$ cat config.mk
export PLATFORM = sky130hd
export DESIGN_NAME = encode_8_3_seq
export DESIGN_NICKNAME = d
export VERILOG_FILES = /design/src/rtl/encode_8_3_seq.sv
export SDC_FILE = /design/constraint.sdc
export NUM_CORES = 1
export LEC_CHECK = 0
export ABC_AREA = 1
export ABC_CLOCK_PERIOD_IN_PS = 1300
export BUFFER_PORTS_ARGS = -buffer_cell sky130_fd_sc_hd__buf_4
export CORE_UTILIZATION = 30
export DETAILED_ROUTE_END_ITERATION = 6
export GPL_ROUTABILITY_DRIVEN = 0
export PLACE_DENSITY = 0.54
export SYNTH_ARGS = -nofsm -noshare
export SYNTH_HDL_FRONTEND = slang
export SYNTH_SLANG_ARGS = --single-unit
$ cat constraint.sdc
create_clock -name clk -period 1.3 [get_ports clk]
set_input_delay 0.065 -clock clk [delete_from_list [all_inputs] [get_ports clk]]
set_output_delay 0.065 -clock clk [all_outputs]
set_load 0.02 [all_outputs]
$ cat src/rtl/encode_8_3_seq.sv
// Sequential 8-to-3 priority encoder with a valid/ack handshake.
// Request lines are latched into a sticky pending register. The highest
// pending line is granted and its code is held on C until acknowledged.
// C uses the bit order of the team's 3-to-8 decoder input, so looping C
// back into that decoder (En=1) asserts the granted line's output.
module encode_8_3_seq (
    input  logic       clk,
    input  logic       rst,
    input  logic [7:0] D,
    input  logic       En,
    input  logic       Ack,
    output logic [2:0] C,
    output logic       Valid,
    output logic [7:0] Pend,
    output logic       Ovr
);

    typedef enum logic {
        IDLE = 1'b0,
        HOLD = 1'b1
    } state_t;

    state_t     state_q, state_d;
    logic [7:0] pend_q, pend_d;
    logic [2:0] code_q, code_d;
    logic [2:0] grantIdx_q, grantIdx_d;
    logic       ovr_q, ovr_d;

    logic [2:0] topIdx;
    logic [7:0] clrMask;

    // The code value read MSB-first from C[0] is 7-k, which for three bits
    // is simply ~k; the bits are then reversed into the decoder's order.
    function automatic logic [2:0] lineToCode(input logic [2:0] line);
        logic [2:0] v;
        v = ~line;
        return {v[0], v[1], v[2]};
    endfunction

    // Find the highest-index pending line; later (higher) hits override.
    always_comb begin
        topIdx = '0;
        for (int k = 0; k < 8; k++) begin
            if (pend_q[k]) begin
                topIdx = 3'(k);
            end
        end
    end

    // One-hot clear mask for the granted line when the handshake completes.
    always_comb begin
        clrMask = '0;
        if (state_q == HOLD && Ack) begin
            clrMask[grantIdx_q] = 1'b1;
        end
    end

    // Next-state logic: pending/overrun update and the grant handshake FSM.
    always_comb begin
        state_d    = state_q;
        code_d     = code_q;
        grantIdx_d = grantIdx_q;
        pend_d     = (pend_q & ~clrMask) | D;
        ovr_d      = ovr_q | (|(D & pend_q & ~clrMask));

        unique case (state_q)
            IDLE: begin
                if (En && (pend_q != 8'h00)) begin
                    state_d    = HOLD;
                    grantIdx_d = topIdx;
                    code_d     = lineToCode(topIdx);
                end
            end
            HOLD: begin
                if (Ack) begin
                    state_d = IDLE;
                end
            end
            default: begin
                state_d = IDLE;
            end
        endcase
    end

    // State register with synchronous reset; reset overrides D and Ack.
    always_ff @(posedge clk) begin
        if (rst) begin
            state_q    <= IDLE;
            pend_q     <= 8'h00;
            code_q     <= 3'b000;
            grantIdx_q <= 3'b000;
            ovr_q      <= 1'b0;
        end else begin
            state_q    <= state_d;
            pend_q     <= pend_d;
            code_q     <= code_d;
            grantIdx_q <= grantIdx_d;
            ovr_q      <= ovr_d;
        end
    end

    assign C     = code_q;
    assign Valid = (state_q == HOLD);
    assign Pend  = pend_q;
    assign Ovr   = ovr_q;

endmodule

==> impl_metrics.py <==
metrics = {
    "run_status": {
        "outcome": "finished clean",
    },
    "synthesis": {
        "syn_inst": 129,
        "synth.avg_cell_area_um2": 6.70,
        "synth.area.top_cells": "dfxtp_1 37%, nand2_1 14%, inv_1 11%",
        "ys_types": 17,
        "yosys_warnings": 0,
        "synth_fp_nets": 141,
        "ys_seq_area_frac": 0.370,
        "ys_seq_elements": 16,
        "yosysTopAreaCellShare": 0.370,
        "yosysTopAreaCell": "dfxtp_1",
        "syn-cell-area_um2": 865,
    },
    "critical_path": {
        "start_kind": "flop",
        "path_common_cell": "nor2_4",
        "cp_slowest_stage_delay_ns": 0.36,
        "cp_slowest_cell": "dfxtp_2",
        "path_max_fanout": 6,
        "cp.required_ns": 1.53,
        "crit_type": "reg2reg",
        "cp.arrival_ns": 1.45,
        "crit_chain": "nor2_2, nand2_1, nor2_4, nor2_4, nand2_4, nand2_2, a21oi_2",
        "setup.worst_path.end_class": "flop",
    },
    "global_route": {
        "grt-ovfl-total": 0,
        "grt_max_degree": 15,
        "grt_pass1_vias": 792,
        "track_usage": 0.140,
        "grt_pass1_wl_mm": 3.44,
        "antenna_found_initial": 0,
    },
    "sta": {
        "hold_viol": 0,
        "fin_crit_sh": 0.939,
        "fin_skew_ns": 0.0101,
        "setup_violations": 0,
        "slew_violations": 0,
        "worstMarginPinSlew_ns": 0.227,
        "fmax_mhz": 819,
        "timing.final.crit_period_ns": 1.22,
        "max-slew-margin-rel": 0.847,
        "tns_ns": 0,
        "holdWs_ns": 0.00233,
    },
    "finish": {
        "multi_input_area_um2": 452,
        "regArea_um2": 322,
        "instances_no_fill": 192,
        "areaGrowthSynthToFinish_pct": 35.0,
        "final_nets": 175,
        "diodes": 0,
        "drive_above_1_share": 0.304,
        "fill_cells": 298,
    },
    "clock_tree": {
        "clk-insertion-delay-late_ns": 0.29,
        "htreeDepth": 1,
        "cts_buffers": 3,
        "cts.sinks": 16,
        "cts_buffer_depth": 2,
        "clkSlewWorstSetupHoldPaths_ns": 0.11,
        "root_buffer": "clkbuf_4",
        "cts_tree": "done",
    },
    "floorplanning": {
        "io_pins": 25,
        "core_area_mm2": 0.00273,
        "dieWidth_um": 55.7,
        "fp-row-count": 19,
        "die_area_mm2": 0.00310,
        "initial_utilization": 0.316,
        "die_h_um": 55.7,
    },
    "routing": {
        "drt_drc_violations_left": 0,
        "vias": 851,
        "drt_iter0_drc": 24,
        "drt_first_pass_iters": 4,
        "via_per_inst": 4.43,
        "wl_per_cell_um": 10.5,
        "ant_nets": 0,
        "wl_mm": 2.03,
    },
    "power": {
        "p_int_mw": 0.774,
        "irDropWorstVdd_mv": 0.501,
        "clkPwrFrac": 0.237,
        "cellLeakagePower_nw": 0.602,
        "p_per_area_mw_per_mm2": 989,
        "switching_power_mw": 0.380,
        "sw_frac_of_total": 0.329,
        "pwr-share-comb": 0.268,
        "seqPwrFrac": 0.495,
        "p_total_mw": 1.15,
    },
    "place": {
        "place_inst": 184,
        "numPortBuffers": 24,
        "dp_hpwl_mm": 1.57,
    },
    "min_path": {
        "hp-class": "in2reg",
    },
    "job": {
        "cap_violations": 0,
    },
}
-- worst max-delay path, delay by kind of cell, from the launching register on --
kind / cells / cell delay (ns)
flip-flops: 1 / 0.36
AO/OA/AOI/OAI: 1 / 0.12
AND/OR/NAND/NOR: 6 / 0.68
-- power by group through the flow --
stage | sequential [mW] | clock, mW | combinational, mW
after global routing | 0.580 | 0.309 | 0.346
after global placement | 0.582 | 0 | 0.295
after floorplan | 0.615 | 0 | 0.145
after detailed placement | 0.583 | 0 | 0.294
final | 0.571 | 0.273 | 0.310
after CTS | 0.571 | 0.282 | 0.305
-- path summary, 6_finish.rpt --
path,startpoint,endpoint,slack (ns),cells after the start
max,Pend[2],grantIdx_q[1],0.08,7
max reg2reg,Pend[2],grantIdx_q[1],0.08,7
min,D[6],Pend[6],0.002,3
min reg2reg,C[0],C[0],0.47,2
-- flip-flops by register name (all words and copies together) (netlist names) --
register and flops:
Pend 8, grantIdx_q 3, Valid 1, Ovr 1
C 3
-- metal layers --
| layer | GRT usage | part of all wire | vias up | wire [um] |
|---|---|---|---|---|
| li1 | - | - | 458 | - |
| met2 | 0.232 | 0.48 | 20 | 974 |
| met5 | 0 | 0 | - | 0 |
| met4 | 0.0536 | 0.0079 | 0 | 16 |
| met3 | 0.0256 | 0.045 | 2 | 91 |
| met1 | 0.180 | 0.47 | 371 | 942 |
-- synthesized netlist by cell type, drive strengths merged --
| master | number |
|---|---|
| o21ai | 4 |
| inv | 26 |
| nor3 | 1 |
| nand4 | 2 |
| nand2 | 40 |
| dfxtp | 16 |
| nor2 | 18 |
| buf | 1 |
| nand3 | 4 |
| a21oi | 14 |
| o21bai | 3 |
-- through the flow --
| step | utilization | worst slack [ns] | cell area [um2] |
|---|---|---|---|
| CTS | 0.421 | 0.0537 | 1150 |
| floorplan | - | 0.0744 | 865 |
| detailed placement | 0.398 | 0.0778 | 1090 |
| finish | 0.427 | 0.0790 | 1170 |
| global route | 0.427 | -0.00101 | 1170 |
| global placement | 0.398 | 0.0667 | 1090 |
-- repair_timing --
item,4_1_cts,5_1_grt
setup buffers,0,1
hold endpoints to repair,4,0
setup endpoints to repair,0,5
hold buffers,4,0
resized for setup,0,3
-- cell type report --
class                           instances  share of cell area
Multi-Input combinational cell         86               0.387
Sequential cell                        16               0.275
Timing Repair Buffer                   30               0.202
Inverter                               26              0.0836
Tap cell                               31              0.0332
Clock buffer                            3              0.0193
-- layout by cell type, fill, tap and decap left out --
cell type / synthesis / layout
nor2_4: 3 / 3
a21oi_2: 4 / 4
nand2_4: 1 / 1
nor2_2: 2 / 3
dfxtp_2: 0 / 1
nor3_4: 0 / 1
o21ai_0: 4 / 4
a21oi_1: 10 / 10
nand2_1: 33 / 33
nand2_2: 6 / 6
nand3_2: 1 / 1
inv_1: 26 / 26
clkbuf_4: 0 / 3
buf_4: 0 / 26
nor2_1: 13 / 12
nand4_1: 2 / 2
o21bai_1: 3 / 3
dfxtp_1: 16 / 15
dlygate4sd3_1: 0 / 4
nand3_1: 3 / 3
-- kinds of logic after synthesis --
kind of cell,synth area share
buffers and inverters,0.117
DFF,0.370
and+or+nand+nor,0.365
AOI/OAI and AO/OA,0.148
Note: power is estimated with default switching activity, not from simulation.
